## config.mk

```make
export PLATFORM = sky130hd
export DESIGN_NAME = systolic_mac_row
export DESIGN_NICKNAME = d
export VERILOG_FILES = /design/src/rtl/systolic_pkg.sv /design/src/rtl/systolic_mac_row_mac_pe.sv /design/src/rtl/systolic_mac_row.sv
export SDC_FILE = /design/constraint.sdc
export NUM_CORES = 1
export LEC_CHECK = 0
export CAP_MARGIN = 0
export CORE_UTILIZATION = 49
export DETAILED_ROUTE_END_ITERATION = 12
export PLACE_DENSITY = 0.74
export SLEW_MARGIN = 20
export SYNTH_ARGS = -nofsm -noshare
export SYNTH_HDL_FRONTEND = slang
export SYNTH_HIERARCHICAL = 1
export SYNTH_SLANG_ARGS = --single-unit
```

## constraint.sdc

```tcl
create_clock -name clk -period 5.33 [get_ports clk]
set_input_delay 0.533 -clock clk [delete_from_list [all_inputs] [get_ports clk]]
set_output_delay 0.533 -clock clk [all_outputs]
set_load 0.01 [all_outputs]
```

## src/rtl/systolic_pkg.sv

```systemverilog
// Shared definitions for the systolic MAC row: FSM state encoding and
// accumulator range helpers used by the saturating PE build.
package systolic_pkg;

    typedef enum logic [1:0] {
        ST_IDLE  = 2'd0,
        ST_RUN   = 2'd1,
        ST_DRAIN = 2'd2
    } state_t;

    function automatic longint acc_max(input int acc_w);
        return (longint'(1) <<< (acc_w - 1)) - 1;
    endfunction

    function automatic longint acc_min(input int acc_w);
        return -(longint'(1) <<< (acc_w - 1));
    endfunction

endpackage

```

## src/rtl/systolic_mac_row_mac_pe.sv

```systemverilog
// One signed multiply-accumulate PE with result-valid flag.
// SYSTOLIC_SAT_EN selects clamping with a sticky overflow flag; otherwise the sum wraps.
module mac_pe
    import systolic_pkg::*;
#(
    parameter int W     = 8,
    parameter int ACC_W = 16
) (
    input  logic                    clk,
    input  logic                    rst,
    input  logic                    i_clear,
    input  logic                    i_set_valid,
    input  logic                    i_en,
    input  logic                    i_last,
    input  logic signed [W-1:0]     i_a,
    input  logic signed [W-1:0]     i_w,
    output logic signed [ACC_W-1:0] o_acc,
    output logic                    o_valid,
    output logic                    o_ovf
);

    logic signed [2*W-1:0]   w_prod;
    logic signed [ACC_W-1:0] w_next;
    logic signed [ACC_W-1:0] r_acc;
    logic                    r_valid;

    assign w_prod = i_a * i_w;

`ifdef SYSTOLIC_SAT_EN
    localparam logic signed [ACC_W:0] LIM_MAX = (ACC_W+1)'(acc_max(ACC_W));
    localparam logic signed [ACC_W:0] LIM_MIN = (ACC_W+1)'(acc_min(ACC_W));

    logic signed [ACC_W:0] w_sum;
    logic                  w_clamp;
    logic                  r_ovf;

    // One guard bit is enough: both operands fit in ACC_W bits.
    assign w_sum = (ACC_W+1)'(r_acc) + (ACC_W+1)'(w_prod);

    always_comb begin
        w_next  = ACC_W'(w_sum);
        w_clamp = 1'b0;
        if (w_sum > LIM_MAX) begin
            w_next  = ACC_W'(LIM_MAX);
            w_clamp = 1'b1;
        end else if (w_sum < LIM_MIN) begin
            w_next  = ACC_W'(LIM_MIN);
            w_clamp = 1'b1;
        end
    end

    always_ff @(posedge clk or posedge rst) begin
        if (rst) begin
            r_ovf <= 1'b0;
        end else if (i_clear) begin
            r_ovf <= 1'b0;
        end else if (i_en && w_clamp) begin
            r_ovf <= 1'b1;
        end
    end

    assign o_ovf = r_ovf;
`else
    assign w_next = r_acc + ACC_W'(w_prod);
    assign o_ovf  = 1'b0;
`endif

    always_ff @(posedge clk or posedge rst) begin
        if (rst) begin
            r_acc   <= '0;
            r_valid <= 1'b0;
        end else if (i_clear) begin
            r_acc   <= '0;
            r_valid <= i_set_valid;
        end else if (i_en) begin
            r_acc <= w_next;
            if (i_last) begin
                r_valid <= 1'b1;
            end
        end
    end

    assign o_acc   = r_acc;
    assign o_valid = r_valid;

endmodule

```

## src/rtl/systolic_mac_row.sv

```systemverilog
// Row of N_MACS MAC PEs fed by a skewed systolic pipeline with run-control FSM.
// Optional saturation: define SYSTOLIC_SAT_EN.
module systolic_mac_row
    import systolic_pkg::*;
#(
    parameter int  W      = 8,
    parameter int  ACC_W  = 16,
    parameter int  N_MACS = 4,
    parameter int  K_MAX  = 255,
    localparam int KW     = $clog2(K_MAX + 1)
) (
    input  logic                      clk,
    input  logic                      rst,
    input  logic                      start,
    input  logic                      clear_all,
    input  logic [KW-1:0]             k_len,
    input  logic                      in_valid,
    output logic                      in_ready,
    input  logic signed [W-1:0]       in_a,
    input  logic [N_MACS*W-1:0]       in_w,
    output logic                      busy,
    output logic                      done,
    output logic [N_MACS*ACC_W-1:0]   acc_out,
    output logic [N_MACS-1:0]         valid_out,
    output logic [N_MACS-1:0]         ovf
);

    localparam int NS = (N_MACS > 1) ? N_MACS - 1 : 1;
    localparam int DW = (N_MACS > 2) ? $clog2(N_MACS) : 1;

    state_t        r_state;
    logic [KW-1:0] r_cnt;
    logic [DW-1:0] r_dcnt;
    logic          r_done;

    logic w_accept;
    logic w_last;
    logic w_start_ok;
    logic w_pe_clear;
    logic w_pe_set_valid;

    assign in_ready       = (r_state == ST_RUN) && (r_cnt != '0);
    assign w_accept       = in_valid && in_ready;
    assign w_last         = w_accept && (r_cnt == KW'(1));
    assign w_start_ok     = start && !clear_all && (r_state == ST_IDLE);
    assign w_pe_clear     = clear_all || w_start_ok;
    assign w_pe_set_valid = w_start_ok && (k_len == '0);
    assign busy           = (r_state != ST_IDLE);
    assign done           = r_done;

    always_ff @(posedge clk or posedge rst) begin
        if (rst) begin
            r_state <= ST_IDLE;
            r_cnt   <= '0;
            r_dcnt  <= '0;
            r_done  <= 1'b0;
        end else begin
            r_done <= 1'b0;
            if (clear_all) begin
                r_state <= ST_IDLE;
                r_cnt   <= '0;
                r_dcnt  <= '0;
            end else begin
                case (r_state)
                    ST_IDLE: begin
                        if (start) begin
                            r_cnt <= k_len;
                            if (k_len == '0) begin
                                r_done <= 1'b1;
                            end else begin
                                r_state <= ST_RUN;
                            end
                        end
                    end
                    ST_RUN: begin
                        if (w_accept) begin
                            r_cnt <= r_cnt - KW'(1);
                            if (r_cnt == KW'(1)) begin
                                if (N_MACS == 1) begin
                                    r_state <= ST_IDLE;
                                    r_done  <= 1'b1;
                                end else begin
                                    r_state <= ST_DRAIN;
                                    r_dcnt  <= DW'(N_MACS - 2);
                                end
                            end
                        end
                    end
                    ST_DRAIN: begin
                        // Wait until the last beat has reached the final PE.
                        if (r_dcnt == '0) begin
                            r_state <= ST_IDLE;
                            r_done  <= 1'b1;
                        end else begin
                            r_dcnt <= r_dcnt - DW'(1);
                        end
                    end
                    default: r_state <= ST_IDLE;
                endcase
            end
        end
    end

    // Activation chain with per-stage valid and last-beat markers.
    logic signed [W-1:0] r_a [1:NS];
    logic                r_v [1:NS];
    logic                r_l [1:NS];

    always_ff @(posedge clk or posedge rst) begin
        if (rst) begin
            for (int j = 1; j <= NS; j++) begin
                r_a[j] <= '0;
                r_v[j] <= 1'b0;
                r_l[j] <= 1'b0;
            end
        end else begin
            r_a[1] <= in_a;
            r_v[1] <= w_accept && !clear_all;
            r_l[1] <= w_last && !clear_all;
            for (int j = 2; j <= NS; j++) begin
                r_a[j] <= r_a[j-1];
                r_v[j] <= r_v[j-1] && !clear_all;
                r_l[j] <= r_l[j-1] && !clear_all;
            end
        end
    end

    logic signed [W-1:0] w_pe_a [N_MACS];
    logic signed [W-1:0] w_pe_w [N_MACS];
    logic                w_pe_v [N_MACS];
    logic                w_pe_l [N_MACS];

    genvar gi;
    generate
        for (gi = 0; gi < N_MACS; gi++) begin : g_pe
            if (gi == 0) begin : g_direct
                assign w_pe_a[gi] = in_a;
                assign w_pe_w[gi] = in_w[gi*W +: W];
                assign w_pe_v[gi] = w_accept;
                assign w_pe_l[gi] = w_last;
            end else begin : g_skew
                // Lane gi weight delay line: gi stages, matching the activation skew.
                logic signed [W-1:0] r_wd [1:gi];

                always_ff @(posedge clk or posedge rst) begin
                    if (rst) begin
                        for (int s = 1; s <= gi; s++) begin
                            r_wd[s] <= '0;
                        end
                    end else begin
                        r_wd[1] <= in_w[gi*W +: W];
                        for (int s = 2; s <= gi; s++) begin
                            r_wd[s] <= r_wd[s-1];
                        end
                    end
                end

                assign w_pe_a[gi] = r_a[gi];
                assign w_pe_w[gi] = r_wd[gi];
                assign w_pe_v[gi] = r_v[gi];
                assign w_pe_l[gi] = r_l[gi];
            end

            mac_pe #(
                .W     (W),
                .ACC_W (ACC_W)
            ) u_pe (
                .clk         (clk),
                .rst         (rst),
                .i_clear     (w_pe_clear),
                .i_set_valid (w_pe_set_valid),
                .i_en        (w_pe_v[gi]),
                .i_last      (w_pe_l[gi]),
                .i_a         (w_pe_a[gi]),
                .i_w         (w_pe_w[gi]),
                .o_acc       (acc_out[gi*ACC_W +: ACC_W]),
                .o_valid     (valid_out[gi]),
                .o_ovf       (ovf[gi])
            );
        end
    endgenerate

endmodule

```

==> run metrics <==
outcome complete, no violations; fmax ~0.20 GHz; Most used DFF post-synth dfrtp_1; Clock power frac between 10% and 20%; Routed Antenna Nets 0; post-synthesis net count ~2,100; drt wl/cell approximately 17 um; synth top area cells fa_1, dfrtp_1, ha_1; Rows between 60 and 70; netlist area before placement roughly 17,000 um2; Sw Pwr 3550 uW; initial core utilization 50.0%; share of cells above drive strength 1 between 5 and 6%; relative slew slack about 29%; most frequent cell after synthesis inv_1; clk buf depth 2; Post-Route Utilization a little under three fifths; leading area contributor after synthesis fa_1; clk_lat worst skew around 0.45 ns; Seq pwr share about 17%; Yosys cell types around 70; DRC Markers 0; FF+latch count, synth ~160; TritonRoute pass-1 iters 5; die width ~190 um; I/O Pins roughly 130; CP Max Fanout 7; Final period util 93.3%; Mean Syn Cell Area 10.5 um2; fin nets roughly 2,300; Worst Setup End Kind flip-flop; power share of the combinational group roughly 68%; CTS Buf Count 17; crit path DAT approximately 5.4 ns; Worst VDD drop between 0.2 and 0.3 mV; clk_skew 0.0135 ns; Final Max Slew Viols 0; Post-Syn Instances 1,648; CTS Sinks 159; DR vias around 12,000; Synth Warn # 6; worst slew pin tran 1.06 ns; Post-DP Area 19,300 um2; Setup Crit Path Kind in2reg; minimum clock period approximately 5.0 ns; post-synth top area share between 30% and 40%; commonest cells in the synthesized netlist inv_1, fa_1, dfrtp_1; cell area after layout between 15,000 and 20,000 um2; worst hold path class reg2reg; core area ~35,000 um2; switching fraction of total power between 40% and 50%; power per cell area 402 nW/um2; Die ar. around 36,000 um2; post-CTS sizing 0; Reg clk slew, reported paths 0.07 ns; Tot GR Track Use between 20 and 25%; worst slack, placed -0.0508 ns; leakage approximately 0.0096 uW; Final HPWL DP about 31,000 um; CP Launch Type input pin; First DRT Iteration DRCs 507; CTS tree built; gr ovfl total 0; Req. time, crit path between 5 and 6 ns; first-pass GRT wire length ~65,000 um; Max-Cap Viols 0; overall power around 8000 uW; Internal roughly 4400 uW; RSZ-0062 raised after global routing false; Final WS setup about 0.36 ns; EDFF count, synth 0; Total Wirelength ~38,000 um; H-tree Lvls 4; initial antenna violation count 0; Root Driver clkbuf_16; final hold vios 0; Setup violations, final 0; largest net degree at the start of global routing 54; via/cell ratio a little over 5; Area Growth Syn to Fin 14.2%; Filler cells approximately 3,000; Port Buffers 123; ANT cells 0; die height ~190 um; GPL Wtd Cong a little under 0.9; # Post-CTS Setup Buffers 0; Synth async-reset ratio 100%; number of global-route vias before repair about 13,000; hold buffers post-CTS 0; fraction of the yosys area taken by sequential cells approximately 23%
layout make-up:
type	count	area, um2	share of cell area [%]
inverter	312	1170	5.92
multi-input combinational	1146	12000	60.8
clock buffer	18	429	2.17
sequential	159	3980	20.1
clock inverter	14	129	0.650
tap	455	569	2.87
timing repair buffer	156	1490	7.53
logic make-up (layout without fill, tap and decap cells):
logic type      after synthesis  count (layout)  share of synthesized area [%]
xor+xnor                     70              70                           3.53
simple gates                419             419                           12.4
other cells                   4               4                         0.0865
buf+inv                     343             500                           7.70
mux                          37              37                           2.14
flops                       159             159                           22.9
fa+ha+maj                   436             436                           43.7
compound gates              180             180                           7.48
flip-flops by register name, summed over array words and instances, names as in the netlist:
| signal | count |
|---|---|
| r_l | 3 |
| g_pe.g_skew.r_wd | 48 |
| g_pe.u_pe/o_valid | 4 |
| done | 1 |
| r_v | 3 |
| r_dcnt | 2 |
| g_pe.u_pe/o_acc | 64 |
| r_a | 24 |
| r_cnt | 8 |
| r_state | 2 |
placed cells by master (no fill, tap or decap), drive strengths merged, types with 5 or more instances in the layout:
master / count
nor3b: 5
ha: 152
nand3b: 9
fa: 284
o21bai: 9
clkinv: 10
a31oi: 8
nand2b: 14
clkdlybuf4s50: 123
nor2: 94
nand2: 117
a21o: 21
o21ai: 24
clkbuf: 18
nor4: 5
nor3: 8
xor2: 10
mux2i: 36
a22o: 6
o22ai: 8
buf: 33
inv: 314
dfrtp: 159
nor2b: 12
a21oi: 41
xnor2: 60
o21a: 12
and2: 133
o2bb2ai: 7
a211oi: 13
worst paths after layout:
check / start / end / slack [ns] / depth (start not counted)
setup / recovery: in_a[4] / g_pe[0].u_pe/o_acc[12] / 0.36 / 19
hold / removal: g_pe[3].g_skew.r_wd[17] / g_pe[3].g_skew.r_wd[9] / 0.35 / 0
setup reg to reg: r_a[23] / g_pe[1].u_pe/o_acc[14] / 0.38 / 13
hold reg to reg: g_pe[3].g_skew.r_wd[17] / g_pe[3].g_skew.r_wd[9] / 0.35 / 0
max in group asynchronous: rst / g_pe[2].g_skew.r_wd[12] / 3.60 / 3
min in group asynchronous: rst / g_pe[0].u_pe/o_acc[1] / 0.76 / 2
worst max-delay path, cell delays in order:
cell,delay (ns)
clkdlybuf4s50_1,0.60
nand2_1,0.14
fa_1,0.50
inv_1,0.05
fa_1,0.46
ha_1,0.29
inv_1,0.05
fa_1,0.54
inv_1,0.04
ha_1,0.27
ha_1,0.19
inv_1,0.07
fa_1,0.37
and2b_1,0.24
o21ai_2,0.08
a21oi_2,0.19
o2111ai_1,0.16
a2111oi_0,0.41
nand3b_1,0.15
power groups by stage:
stage	clock (uW)	combinational, uW	sequential [uW]
after floorplan	0	4180	1370
after detailed placement	0	5360	1400
after global routing	1270	6190	1390
after CTS	1220	5450	1380
final	1180	5400	1380
after global placement	0	5220	1400
through the flow:
step                hold WS (ns)  instances  setup TNS [ns]
floorplan                  0.331       1648               0
global placement           0.333       2228               0
detailed placement         0.335       2228         -0.0752
CTS                        0.352       2260               0
global route               0.364       2260               0
finish                     0.350       2260               0
metal layers:
layer / part of all wire, % / track usage (%) / wire length (um)
met5: 0 / 0 / 0
met1: 44 / 30.0 / 16900
met3: 3.5 / 3.95 / 1340
met4: 2.0 / 6.46 / 746
met2: 50 / 39.1 / 19100
(Power assumes the default switching activity.)
